`src/rtl/memory_stage.sv`:
```
// Memory stage of an in-order RISC-V pipeline: decodes LOAD/STORE, drives a
// req/gnt/rvalid data-memory port, and returns extended load data.

module memory_stage_lane #(
  parameter int LANE = 0
) (
  input  logic [1:0]  size,
  input  logic [1:0]  off,
  input  logic [31:0] data,
  output logic        be,
  output logic [7:0]  wbyte
);
  localparam logic [1:0] LIDX = 2'(LANE);

  // Each lane picks its byte of the replicated store pattern.
  always_comb begin
    be    = 1'b0;
    wbyte = data[7:0];
    case (size)
      2'b00: be = (off == LIDX);
      2'b01: begin
        be    = (off[1] == LIDX[1]);
        wbyte = data[8*(LANE%2) +: 8];
      end
      2'b10: begin
        be    = 1'b1;
        wbyte = data[8*LANE +: 8];
      end
      default: ;
    endcase
  end
endmodule

module memory_stage #(
  parameter int TIMEOUT_CYCLES = 255
) (
  input  logic        clk_i,
  input  logic        rst_n_i,
  input  logic        start_i,
  input  logic [6:0]  opcode_i,
  input  logic [2:0]  funct3_i,
  input  logic [31:0] valE_i,
  input  logic [31:0] val2_i,
  output logic        dmem_req_o,
  output logic        dmem_we_o,
  output logic [31:0] dmem_addr_o,
  output logic [3:0]  dmem_be_o,
  output logic [31:0] dmem_wdata_o,
  input  logic        dmem_gnt_i,
  input  logic        dmem_rvalid_i,
  input  logic [31:0] dmem_rdata_i,
  output logic        busy_o,
  output logic        done_o,
  output logic [31:0] valM_o,
  output logic        misalign_o,
  output logic        err_o
);
  localparam int NUM_LANES = 4;
  localparam int CW        = (TIMEOUT_CYCLES < 2) ? 1 : $clog2(TIMEOUT_CYCLES + 1);
  localparam logic [6:0] OP_LOAD  = 7'b0000011;
  localparam logic [6:0] OP_STORE = 7'b0100011;

  typedef enum logic [1:0] {IDLE, REQ, WAIT, DONE} state_t;

  state_t state_q, state_d;

  logic [31:2]                addr_q;
  logic [1:0]                 off_q;
  logic [NUM_LANES-1:0]       be_q;
  logic [31:0]                wdata_q;
  logic                       we_q;
  logic [2:0]                 f3_q;
  logic [CW-1:0]              cnt_q;
  logic [31:0]                valM_q;
  logic                       misalign_q, err_q;

  logic [NUM_LANES-1:0]       be_d;
  logic [NUM_LANES-1:0][7:0]  wdata_d;

  // decode of the incoming instruction
  logic is_load, is_store, is_mem, f3_ok, mis, go_mem;
  assign is_load  = (opcode_i == OP_LOAD);
  assign is_store = (opcode_i == OP_STORE);
  assign is_mem   = is_load | is_store;
  always_comb begin
    f3_ok = 1'b0;
    if (is_load)
      f3_ok = (funct3_i inside {3'b000, 3'b001, 3'b010, 3'b100, 3'b101});
    else if (is_store)
      f3_ok = (funct3_i inside {3'b000, 3'b001, 3'b010});
  end
  assign mis    = (funct3_i[1:0] == 2'b01 && valE_i[0]) ||
                  (funct3_i[1:0] == 2'b10 && valE_i[1:0] != 2'b00);
  assign go_mem = is_mem & f3_ok & ~mis;

  for (genvar l = 0; l < NUM_LANES; l++) begin : g_lane
    memory_stage_lane #(.LANE(l)) u_lane (
      .size  (funct3_i[1:0]),
      .off   (valE_i[1:0]),
      .data  (val2_i),
      .be    (be_d[l]),
      .wbyte (wdata_d[l])
    );
  end

  // load extraction: align addressed byte/half to bit 0, then extend
  logic [31:0] shifted, load_ext;
  assign shifted = dmem_rdata_i >> {off_q, 3'b000};
  always_comb begin
    load_ext = dmem_rdata_i;
    case (f3_q)
      3'b000:  load_ext = {{24{shifted[7]}}, shifted[7:0]};
      3'b001:  load_ext = {{16{shifted[15]}}, shifted[15:0]};
      3'b100:  load_ext = {24'd0, shifted[7:0]};
      3'b101:  load_ext = {16'd0, shifted[15:0]};
      default: load_ext = dmem_rdata_i;
    endcase
  end

  // Timeout fires on the TIMEOUT_CYCLES-th outstanding cycle unless the bus
  // makes progress in that same cycle.
  logic tmo_hit;
  assign tmo_hit = (cnt_q == CW'(TIMEOUT_CYCLES - 1));

  always_comb begin
    state_d = state_q;
    case (state_q)
      IDLE: if (start_i) state_d = go_mem ? REQ : DONE;
      REQ: begin
        if (dmem_gnt_i)   state_d = we_q ? DONE : WAIT;
        else if (tmo_hit) state_d = DONE;
      end
      WAIT: begin
        if (dmem_rvalid_i) state_d = DONE;
        else if (tmo_hit)  state_d = DONE;
      end
      DONE:    state_d = IDLE;
      default: state_d = IDLE;
    endcase
  end

  always_ff @(posedge clk_i or negedge rst_n_i) begin
    if (!rst_n_i) begin
      state_q    <= IDLE;
      addr_q     <= '0;
      off_q      <= '0;
      be_q       <= '0;
      wdata_q    <= '0;
      we_q       <= 1'b0;
      f3_q       <= '0;
      cnt_q      <= '0;
      valM_q     <= '0;
      misalign_q <= 1'b0;
      err_q      <= 1'b0;
    end else begin
      state_q <= state_d;
      case (state_q)
        IDLE: if (start_i) begin
          valM_q     <= '0;
          err_q      <= is_mem & ~f3_ok;
          misalign_q <= is_mem & f3_ok & mis;
          if (go_mem) begin
            addr_q  <= valE_i[31:2];
            off_q   <= valE_i[1:0];
            be_q    <= be_d;
            wdata_q <= wdata_d;
            we_q    <= is_store;
            f3_q    <= funct3_i;
            cnt_q   <= '0;
          end
        end
        REQ: begin
          cnt_q <= cnt_q + CW'(1);
          if (!dmem_gnt_i && tmo_hit) err_q <= 1'b1;
        end
        WAIT: begin
          cnt_q <= cnt_q + CW'(1);
          if (dmem_rvalid_i)  valM_q <= load_ext;
          else if (tmo_hit)   err_q  <= 1'b1;
        end
        default: ;
      endcase
    end
  end

  logic req;
  assign req          = (state_q == REQ);
  assign dmem_req_o   = req;
  assign dmem_we_o    = req & we_q;
  assign dmem_addr_o  = req ? {addr_q, 2'b00} : '0;
  assign dmem_be_o    = req ? be_q : '0;
  assign dmem_wdata_o = req ? wdata_q : '0;
  assign busy_o       = (state_q != IDLE);
  assign done_o       = (state_q == DONE);
  assign valM_o       = done_o ? valM_q : '0;
  assign misalign_o   = done_o & misalign_q;
  assign err_o        = done_o & err_q;
endmodule

```
`config.mk`:
```
export PLATFORM = sky130hd
export DESIGN_NAME = memory_stage
export DESIGN_NICKNAME = d
export VERILOG_FILES = /design/src/rtl/memory_stage.sv
export SDC_FILE = /design/constraint.sdc
export NUM_CORES = 1
export LEC_CHECK = 0
export ABC_CLOCK_PERIOD_IN_PS = 2050
export CELL_PAD_IN_SITES_DETAIL_PLACEMENT = 1
export CELL_PAD_IN_SITES_GLOBAL_PLACEMENT = 2
export CORE_AREA = 2 2 170 172
export DETAILED_ROUTE_END_ITERATION = 8
export DIE_AREA = 0 0 172 174
export GPL_ROUTABILITY_DRIVEN = 0
export PLACE_DENSITY_LB_ADDON = 0.1
export SYNTH_ARGS = -nofsm -noshare
export SYNTH_HDL_FRONTEND = slang
export SYNTH_HIERARCHICAL = 1
export SYNTH_SLANG_ARGS = --single-unit
```
`constraint.sdc`:
```
create_clock -name clk_i -period 2.05 [get_ports clk_i]
set_input_delay 0.41 -clock clk_i [delete_from_list [all_inputs] [get_ports clk_i]]
set_output_delay 0.41 -clock clk_i [all_outputs]
set_load 0.02 [all_outputs]
```
=== Yosys cells after proc, flatten, opt, wreduce, memory -nomap -nowiden ===
Index checks and enable logic that the tools add are counted.

* Add/subtract/negate cells: 1
* Equality and inequality tests: 24
* Shift operators: 1
* Muxes and demuxes: 32
* Bitwise gates (word level): 11
* Reductions and logical operators: 24

{| class="wikitable"
|+ Operators by type and width
! kind !! number
|-
| 32-bit 2-to-1 mux || 5
|-
| 32-bit case mux with 4 select lines || 1
|-
| 32-bit case mux with 2 select lines || 1
|-
| 8-bit 2-to-1 mux || 4
|-
| 8-bit case mux with 2 select lines || 2
|-
| 32-bit by 5-bit >> shifter with 16-bit output || 1
|-
| 1-bit case mux with 3 select lines || 5
|-
| 3-bit == test, second input constant || 4
|-
| 2-bit == test, second input constant || 5
|-
| 2-bit 2-to-1 mux || 5
|-
| 2-bit != test, second input constant || 5
|-
| 3-bit AND reduction || 3
|-
| 8-bit by 1-bit adder with 8-bit output, second input constant || 1
|-
| 8-bit == test, second input constant || 1
|-
| 2-bit case mux with 4 select lines || 1
|-
| 2-bit nonzero test || 4
|-
| 1-bit AND || 7
|-
| 7-bit by 2-bit == test with 1-bit output, second input constant || 1
|-
| 7-bit by 6-bit == test with 1-bit output, second input constant || 1
|-
| 1-bit 2-to-1 mux || 7
|-
| 2-bit by 1-bit == test with 1-bit output, second input constant || 3
|-
| 3-bit by 1-bit == test with 1-bit output, second input constant || 2
|-
| 2-bit zero test || 3
|-
| 3-bit zero test || 2
|-
| other kinds (13) || 19
|}

* Register bits after elaboration: 116
* Bits of input ports: 111
* Output and inout port bits: 106
* Word-level logic and storage cells: 104

=== Logic depth before layout (Yosys ltp) ===
Gate-level depths: netlist of run 1.

* Word-level depth: 9
* Mapped depth: 8
* Gate-level depth less buffers: 7

=== Hierarchy ===
Netlist of run 1, hierarchy kept.

{| class="wikitable"
|+ Modules (own cells, without submodules)
! module !! times used !! cells each !! area each (sq um) !! sequential area each (sq um)
|-
| memory_stage || 1 || 674 || 5,871.9 || 2,902.8
|-
| memory_stage_lane (g_lane[3].u_lane) || 1 || 38 || 285.3 || 0.0
|-
| memory_stage_lane (g_lane[1].u_lane) || 1 || 18 || 207.7 || 0.0
|-
| memory_stage_lane (g_lane[2].u_lane) || 1 || 13 || 163.9 || 0.0
|-
| memory_stage_lane (g_lane[0].u_lane) || 1 || 11 || 85.1 || 0.0
|}

=== Least setup slack after synthesis of run 1 ===
OpenSTA, ideal clock, no wires.

* Path type: register -> output
* From: reg state_q[1]
* To: out dmem_wdata_o[21]
* Arrival time: 1.564 ns
* Data required time: 1.640 ns
* Setup slack: 0.076 ns
* Stages on the path, launching flop included: 6
* Path buffers: 2
* Path through: dfrtp_1 -> inv_1 -> ha_1 -> clkbuf_1 -> clkbuf_1 -> and2_1

* Word-level cells in the longest chain between the ends: 2

{| class="wikitable"
|+ RTL lines
! what !! line !! source
|-
| from (decl) || 65 || <nowiki>state_t state_q, state_d;</nowiki>
|-
| from (signal assigned) || 156 || <nowiki>state_q <= state_d;</nowiki>
|-
| 2-bit by 1-bit == test with 1-bit output || 187 || <nowiki>assign req = (state_q == REQ);</nowiki>
|-
| net dmem_req_o || 44 || <nowiki>output logic dmem_req_o,</nowiki>
|-
| 32-bit 2-to-1 mux || 192 || <nowiki>assign dmem_wdata_o = req ? wdata_q : '0;</nowiki>
|-
| to (decl) || 48 || <nowiki>output logic [31:0] dmem_wdata_o,</nowiki>
|}

The timed path passes the listed nets, and every way through them passes these cells.

=== Worst setup path in the final report of run 1 ===
* From: reg state_q[0]
* To: out dmem_addr_o[2]

* Word-level cells in the longest chain between the ends: 2

{| class="wikitable"
|+ RTL lines
! what !! line !! source
|-
| 2-bit by 1-bit == test with 1-bit output || 187 ||
|-
| 32-bit 2-to-1 mux || 190 || <nowiki>assign dmem_addr_o = req ? {addr_q, 2'b00} : '0;</nowiki>
|-
| to (decl) || 46 || <nowiki>output logic [31:0] dmem_addr_o,</nowiki>
|}

No other way between the ends.

==> results of run 1 <==
Yosys cell counts (all sizes together), types with 5 or more instances:
cell,n,area (sq um)
clkbuf,25,93.8
nand2b,5,33.8
a211o,6,52.6
a21oi,34,178
o221ai,6,52.6
inv,16,60.1
a2111oi,5,62.6
nand3,6,30.0
dfrtp,116,2900
and2,101,632
ha,14,175
buf,32,239
a221o,23,243
nand2,244,916
o21ai,15,75.1
nor2,29,114
and3,5,31.3
a22oi,9,77.6
mux2i,11,110
nor2b,6,45.0
mux2,17,251
worst paths after layout:
kind / slack [ps] / end / cells past startpoint
worst min register to register: 460 / addr_q[14] / 2
worst max register to register: 10 / valM_q[13] / 9
worst min-delay path: 460 / addr_q[14] / 2
max in group asynchronous: 910 / wdata_q[28] / 3
worst max-delay path: -210 / dmem_addr_o[2] / 7
min in group asynchronous: 470 / cnt_q[3] / 2
cell type report:
type,instances,share of cell area [%]
well taps,384,4.29
repair buffers,318,31.4
multi-input cells,566,32.6
clock buffers,20,3.90
flip-flops and latches,116,25.9
clock inverters,12,1.40
inverters,16,0.559
sequential cells by signal, indices dropped and copies added (netlist names):
signal and cells:
valM_q 32, wdata_q 32, addr_q 30, cnt_q 8, be_q 4, f3_q 3
off_q 2, state_q 2, err_q 1, misalign_q 1, we_q 1
power groups by stage:
stage	clock network [mW]	logic, mW	registers [mW]
floorplan	0	1.86	3.03
global placement	0	3.36	3.12
detailed placement	0	3.37	3.13
CTS	3.18	4.42	3.10
global route	3.29	5.23	3.20
finish	3.09	4.82	3.13
cell families (layout without fill, tap and decap cells):
logic type,count (synthesis),in the layout,share of synthesized area [%]
fa+ha+maj,14,14,2.65
mux,29,29,5.81
flops,116,116,43.9
other cells,1,2,0.0567
simple gates,410,410,28.8
compound gates,111,111,12.8
buf+inv,73,366,5.94
timing repair:
action                     4_1_cts  5_1_grt
pin swaps                        5        5
setup endpoints to repair      204      204
gates resized for setup        582      152
cloned                           9        4
buffers inserted                22       13
hold buffers                     1        0
hold endpoints to repair        32        0
stage by stage:
stage / power (mW) / setup WS [ps] / hold WS (ps) / util, %
5_1_grt: 11.7 / -258 / 491 / 39.7
6_report: 11.0 / -206 / 458 / 39.7
3_5_place_dp: 6.50 / -914 / 362 / 33.8
3_3_place_gp: 6.48 / -824 / 359 / 33.8
4_1_cts: 10.7 / -249 / 460 / 37.9
2_1_floorplan: 4.88 / 75.7 / 114 / -
metal layers:
layer | global-route usage, % | up-vias | wire length (um)
met5 | 0 | - | 13
met4 | 4.13 | 2 | 301
met3 | 4.14 | 23 | 1320
met2 | 28.1 | 153 | 12200
met1 | 22.6 | 3102 | 11600
li1 | - | 3060 | -
placed cells by master, fill, tap and decap left out, types with 16 or more instances in the layout:
cell type / Yosys / final
buf_6: 6 / 109
a21oi_1: 32 / 24
dfrtp_1: 116 / 116
clkbuf_16: 0 / 21
nand2_1: 244 / 243
buf_4: 11 / 55
and2_4: 0 / 86
mux2_4: 16 / 16
clkdlybuf4s50_1: 0 / 108
nor2_1: 27 / 27
buf_12: 1 / 18
worst min-delay path, cell delays in order, from the launching register on:
cell,delay [ps]
dfrtp_1,330
nand2_1,50
nand2_1,50
==> summary.md, run 1 <==
| Metric | Value |
|---|---|
| Worst Hold Class | reg -> reg |
| Cell count after placement | 1,357 |
| Seq/Total Area, Yosys | 43.9% |
| CP startpoint | state_q[0] |
| Cell Pwr Density | 986 nW/um^2 |
| Via count | 6,340 |
| Final instance area | 11,200 sq um |
| Number of detailed-route iterations in the first pass | 4 |
| DR WL/cell | 17.8 um |
| CTS tree | yes |
| Syn avg cell area | 8.77 sq um |
| Clock Power Share | 28.0% |
| Area of the multi-input gates | 3650 sq um |
| Post-route ant nets | 0 |
| Syn Inst Count | 754 |
| Die height | 174 um |
| Post-route minimum period | 2260 ps |
| Clk slew on worst S/H paths | 60 ps |
| Worst EP arrival | 1850 ps |
| Post-DR vias/cell | 4.43 |
| I/O pin count | 217 |
| Clk buf depth | 2 |
| Worst VDD drop | 0.000451 V |
| Hold Vio Cnt, Final | 0 |
| Post-DP HPWL | 16,600 um |
| Area Overhead vs Synth | 69.3% |
| Logic pwr share | 43.7% |
| Global route overflow | 0 |
| First-pass GRT wire length | 39,000 um |
| Number of synthesized register bits | 116 |
| Hold Startpoint | addr_q[14] |
| Cell Chain, Critical Path | buf_6 -> ha_4 -> buf_12 -> buf_12 -> buf_8 -> and2_4 -> buf_6 |
| Sw frac | 33.4% |
| Setup violators final | 91 |
| Worst Path Required | 1640 ps |
| Clock sinks | 116 |
| N_diodes | 0 |
| Reg area | 2900 sq um |
| Layout Nets | 1,160 |
| Final worst-path cycle share | 110% |
| Leak | 5.43 nW |
| Post-route insts no fill | 1,432 |
| DP Area | 9540 sq um |
| Root Buffer | clkbuf_16 |
| YS warnings | 6 |
| Starting Density | 23.4% |
| Total Routing Usage GR | 17.1% |
| Port Buffer Count | 214 |
| Status | complete, but fails checks |
| Area of the mapped netlist | 6610 sq um |
| Die Area | 29,900 sq um |
| Fillers | 3,231 |
| Drt initial violations | 266 |
| Total CTS buffers | 17 |
| FF-to-FF Start | state_q[1] |
| Worst Skew | 13.5 ps |
| Crit path launch type | register |
| Cell Rows | 62 |
| Htree depth | 4 |
| Post-synthesis cell type count | 56 |
| Clock latency on the worst-skew pair | 420 ps |
| Final WL | 25,500 um |
| Maxcap violations | 0 |
| Switching pwr | 3.69 mW |
| Fraction of layout cells with a size suffix above 1 | 36.8% |
| Reg power frac | 28.4% |
| Setup ws final | -206 ps |
| Worst Path Buf+Inv | 5 |
| Int Power | 7.35 mW |
| Async SR Flop Fraction | 100% |
| Failing checks | negative setup slack |
| Element type at the critical path end | output port |
| CP top delay family | buffers and inverters |
| Max Slew Vio Count | 0 |
| Fmax | 443 MHz |
| Initial antenna violation count | 1 |
| Number of flops mapped to enable cells by yosys | 0 |
| Number of global-route vias before repair | 6,798 |
| Core ar. | 28,200 sq um |
| Critical path class | reg -> out |
| RSZ-0062 raised after global routing | true |
| Pin count of the biggest net entering global routing | 72 |
| # DRC | 0 |
| Total Neg Setup Slack | -9070 ps |
| CP max FO | 7 |
| CP max-delay cell | dfrtp_1 |
| Ys flop type | dfrtp_1 |
| Critical Path Max Stage Delay | 400 ps |
| Die span in x | 172 um |
Power figures use the tool's default switching activity.
==> inputs of run 2 (changes only) <==
--- a/config.mk
+++ b/config.mk
@@ -12,6 +12,7 @@
 export DETAILED_ROUTE_END_ITERATION = 8
 export DIE_AREA = 0 0 172 174
 export GPL_ROUTABILITY_DRIVEN = 0
+export GPL_TIMING_DRIVEN = 1
 export PLACE_DENSITY_LB_ADDON = 0.1
 export SYNTH_ARGS = -nofsm -noshare
 export SYNTH_HDL_FRONTEND = slang
==> results of run 2 <==
The final DEF is identical to that of run 1; final timing and power are the same.
==> inputs of run 3 (changes only) <==
==> config.mk (replaced) <==
export PLATFORM = sky130hd
export DESIGN_NAME = memory_stage
export DESIGN_NICKNAME = d
export VERILOG_FILES = /design/src/rtl/memory_stage.sv
export SDC_FILE = /design/constraint.sdc
export NUM_CORES = 1
export LEC_CHECK = 0
export ABC_CLOCK_PERIOD_IN_PS = 2050
export CORE_AREA = 2 2 129 131
export DETAILED_ROUTE_END_ITERATION = 8
export DIE_AREA = 0 0 131 133
export GPL_ROUTABILITY_DRIVEN = 0
export GPL_TIMING_DRIVEN = 1
export PLACE_DENSITY = 0.76
export SYNTH_ARGS = -nofsm -noshare
export SYNTH_HDL_FRONTEND = slang
export SYNTH_HIERARCHICAL = 1
export SYNTH_SLANG_ARGS = --single-unit
==> summary.md, run 3 (synthesis results as in run 1) <==
| Metric | Value |
|---|---|
| Worst Path Buf+Inv | 3 |
| Cell Pwr Density | 947 nW/um^2 |
| Most frequent cells in the layout | 244 x nand2_1, 115 x dfrtp_1, 109 x clkdlybuf4s50_1, 61 x and2_1 |
| CP top delay family | flip-flops |
| Commonest non-fill, non-tap cell in the layout | nand2_1 |
| FF-to-FF Start | state_q[1] |
| Worst Path Required | 1640 ps |
| RSZ-0062 raised after global routing | true |
| Clock latency on the worst-skew pair | 410 ps |
| I/O pin count | 217 |
| Worst VDD drop | 0.000639 V |
| Worst Skew | 6.87 ps |
| Drt initial violations | 379 |
| Post-DR vias/cell | 5.01 |
| Total Routing Usage GR | 22.3% |
| Final instance area | 9980 sq um |
| N_diodes | 0 |
| Clk buf depth | 2 |
| Maxcap violations | 0 |
| Cell count after placement | 1,192 |
| CP max FO | 7 |
| Leak | 5.03 nW |
| Die Area | 17,400 sq um |
| Clk slew on worst S/H paths | 50 ps |
| Total CTS buffers | 17 |
| Clock sinks | 116 |
| Initial antenna violation count | 0 |
| Hold Vio Cnt, Final | 0 |
| Starting Density | 40.9% |
| Hold endpoint | addr_q[29] |
| # DRC | 0 |
| Fraction of layout cells with a size suffix above 1 | 28.9% |
| Global route overflow | 0 |
| Post-DP HPWL | 13,600 um |
| Setup violators final | 0 |
| CP max-delay cell | dfrtp_2 |
| Reg2reg setup slack | 130 ps |
| Worst Hold Class | reg -> reg |
| Post-route ant nets | 0 |
| Pin count of the biggest net entering global routing | 47 |
| Hold Startpoint | addr_q[29] |
| Crit path launch type | register |
| DP Area | 9320 sq um |
| Htree depth | 4 |
| First-pass GRT wire length | 30,400 um |
| R2r endpoint | valM_q[27] |
| DR WL/cell | 16.1 um |
| CTS tree | yes |
| Cell Rows | 47 |
| Area Overhead vs Synth | 50.9% |
| Port Buffer Count | 214 |
| Die span in x | 131 um |
| Worst EP arrival | 1620 ps |
| Via count | 6,157 |
| Layout Nets | 1,123 |
| Element type at the critical path end | output port |
| Final worst-path cycle share | 99.2% |
| Min-Delay Path Depth | 2 |
| Core ar. | 16,200 sq um |
| Critical path class | reg -> out |
| Status | finished clean |
| Cell Chain, Critical Path | ha_4 -> buf_12 -> clkbuf_16 -> and2_4 -> buf_6 |
| Root Buffer | clkbuf_16 |
| Number of global-route vias before repair | 5,942 |
| Final WL | 19,700 um |
| Top flop regs | valM_q: 32 flops, wdata_q: 32 flops, addr_q: 30 flops |
| Fmax | 492 MHz |
| Number of detailed-route iterations in the first pass | 5 |
| Post-route insts no fill | 1,230 |
| Die height | 133 um |
| Post-route minimum period | 2030 ps |
| Max Slew Vio Count | 0 |
| R2R cell count | 9 |
| Critical Path Max Stage Delay | 440 ps |
## run 3: changes by cell type in the layout (fill, tap and decap cells not counted), sizes merged, moves of 2 or more
cell | previous run | this run
clkinv | 7 | 4
dlygate4sd2 | 0 | 2
buf | 204 | 164
clkbuf | 24 | 27
## run 3: report_power, final
group	internal [mW]	switching [mW]	total, mW	leakage [nW]
Sequential	2.78	0.333	3.12	1.56
Combinational	1.70	1.76	3.46	3.20
Clock	1.84	1.03	2.87	0.273
Total	6.33	3.12	9.45	5.03
## run 3: worst reg2reg max path: cells and delay by family (launching register included)
kind                       cells  cell delay [ps]
buffers and inverters          4              510
AOI/OAI and AO/OA              2              450
adders and majority gates      1              200
DFF                            1              350
and+or+nand+nor                2              300
## run 3: final cells by class
| class | count | area [sq um] |
|---|---|---|
| inverters | 16 | 60.1 |
| multi-input cells | 566 | 3490 |
| clock inverters | 8 | 103 |
| fillers | 1378 | 6190 |
| clock buffers | 23 | 468 |
| flip-flops and latches | 116 | 2900 |
| well taps | 220 | 275 |
| repair buffers | 281 | 2690 |
## run 3: how the worst max path moves through the flow
stage | slack [ps] | depth (start not counted) | to | from
global route | -30 | 5 | dmem_wdata_o[1] | state_q[0]
detailed placement | -410 | 7 | addr_q[25] | valE_i[0]
CTS | -80 | 5 | dmem_wdata_o[13] | state_q[0]
floorplan | 80 | 5 | dmem_wdata_o[21] | state_q[1]
finish | 20 | 5 | dmem_wdata_o[1] | state_q[0]
global placement | -360 | 9 | off_q[1] | funct3_i[0]
## run 3: per-layer routing
| metal | GRT usage [%] | vias up | wire [um] |
|---|---|---|---|
| li1 | - | 2980 | - |
| met1 | 28.5 | 2905 | 8260 |
| met2 | 36.0 | 248 | 9600 |
| met3 | 6.55 | 24 | 1550 |
| met4 | 7.57 | 0 | 337 |
| met5 | 0 | - | 0 |
## run 3: what timing repair did
action	4_1_cts	5_1_grt
endpoints found under the setup margin	106	185
pin swaps	0	3
gates resized for setup	437	133
setup buffers	3	1
gates cloned	0	4
endpoints found under the hold margin	31	0
hold buffers	1	0
## run 3: metrics by stage
step           power [mW]  util (%)  hold slack [ps]  setup TNS [ps]  setup slack, ps
2_1_floorplan        4.88         -              114               0             75.7
3_3_place_gp         6.31      57.7              405          -29560             -361
3_5_place_dp         6.39      57.7              406          -30260             -411
4_1_cts              9.23      59.0              460            -356            -82.4
5_1_grt              9.97      61.7              482            -434            -30.9
6_report             9.45      61.7              457               0             15.7
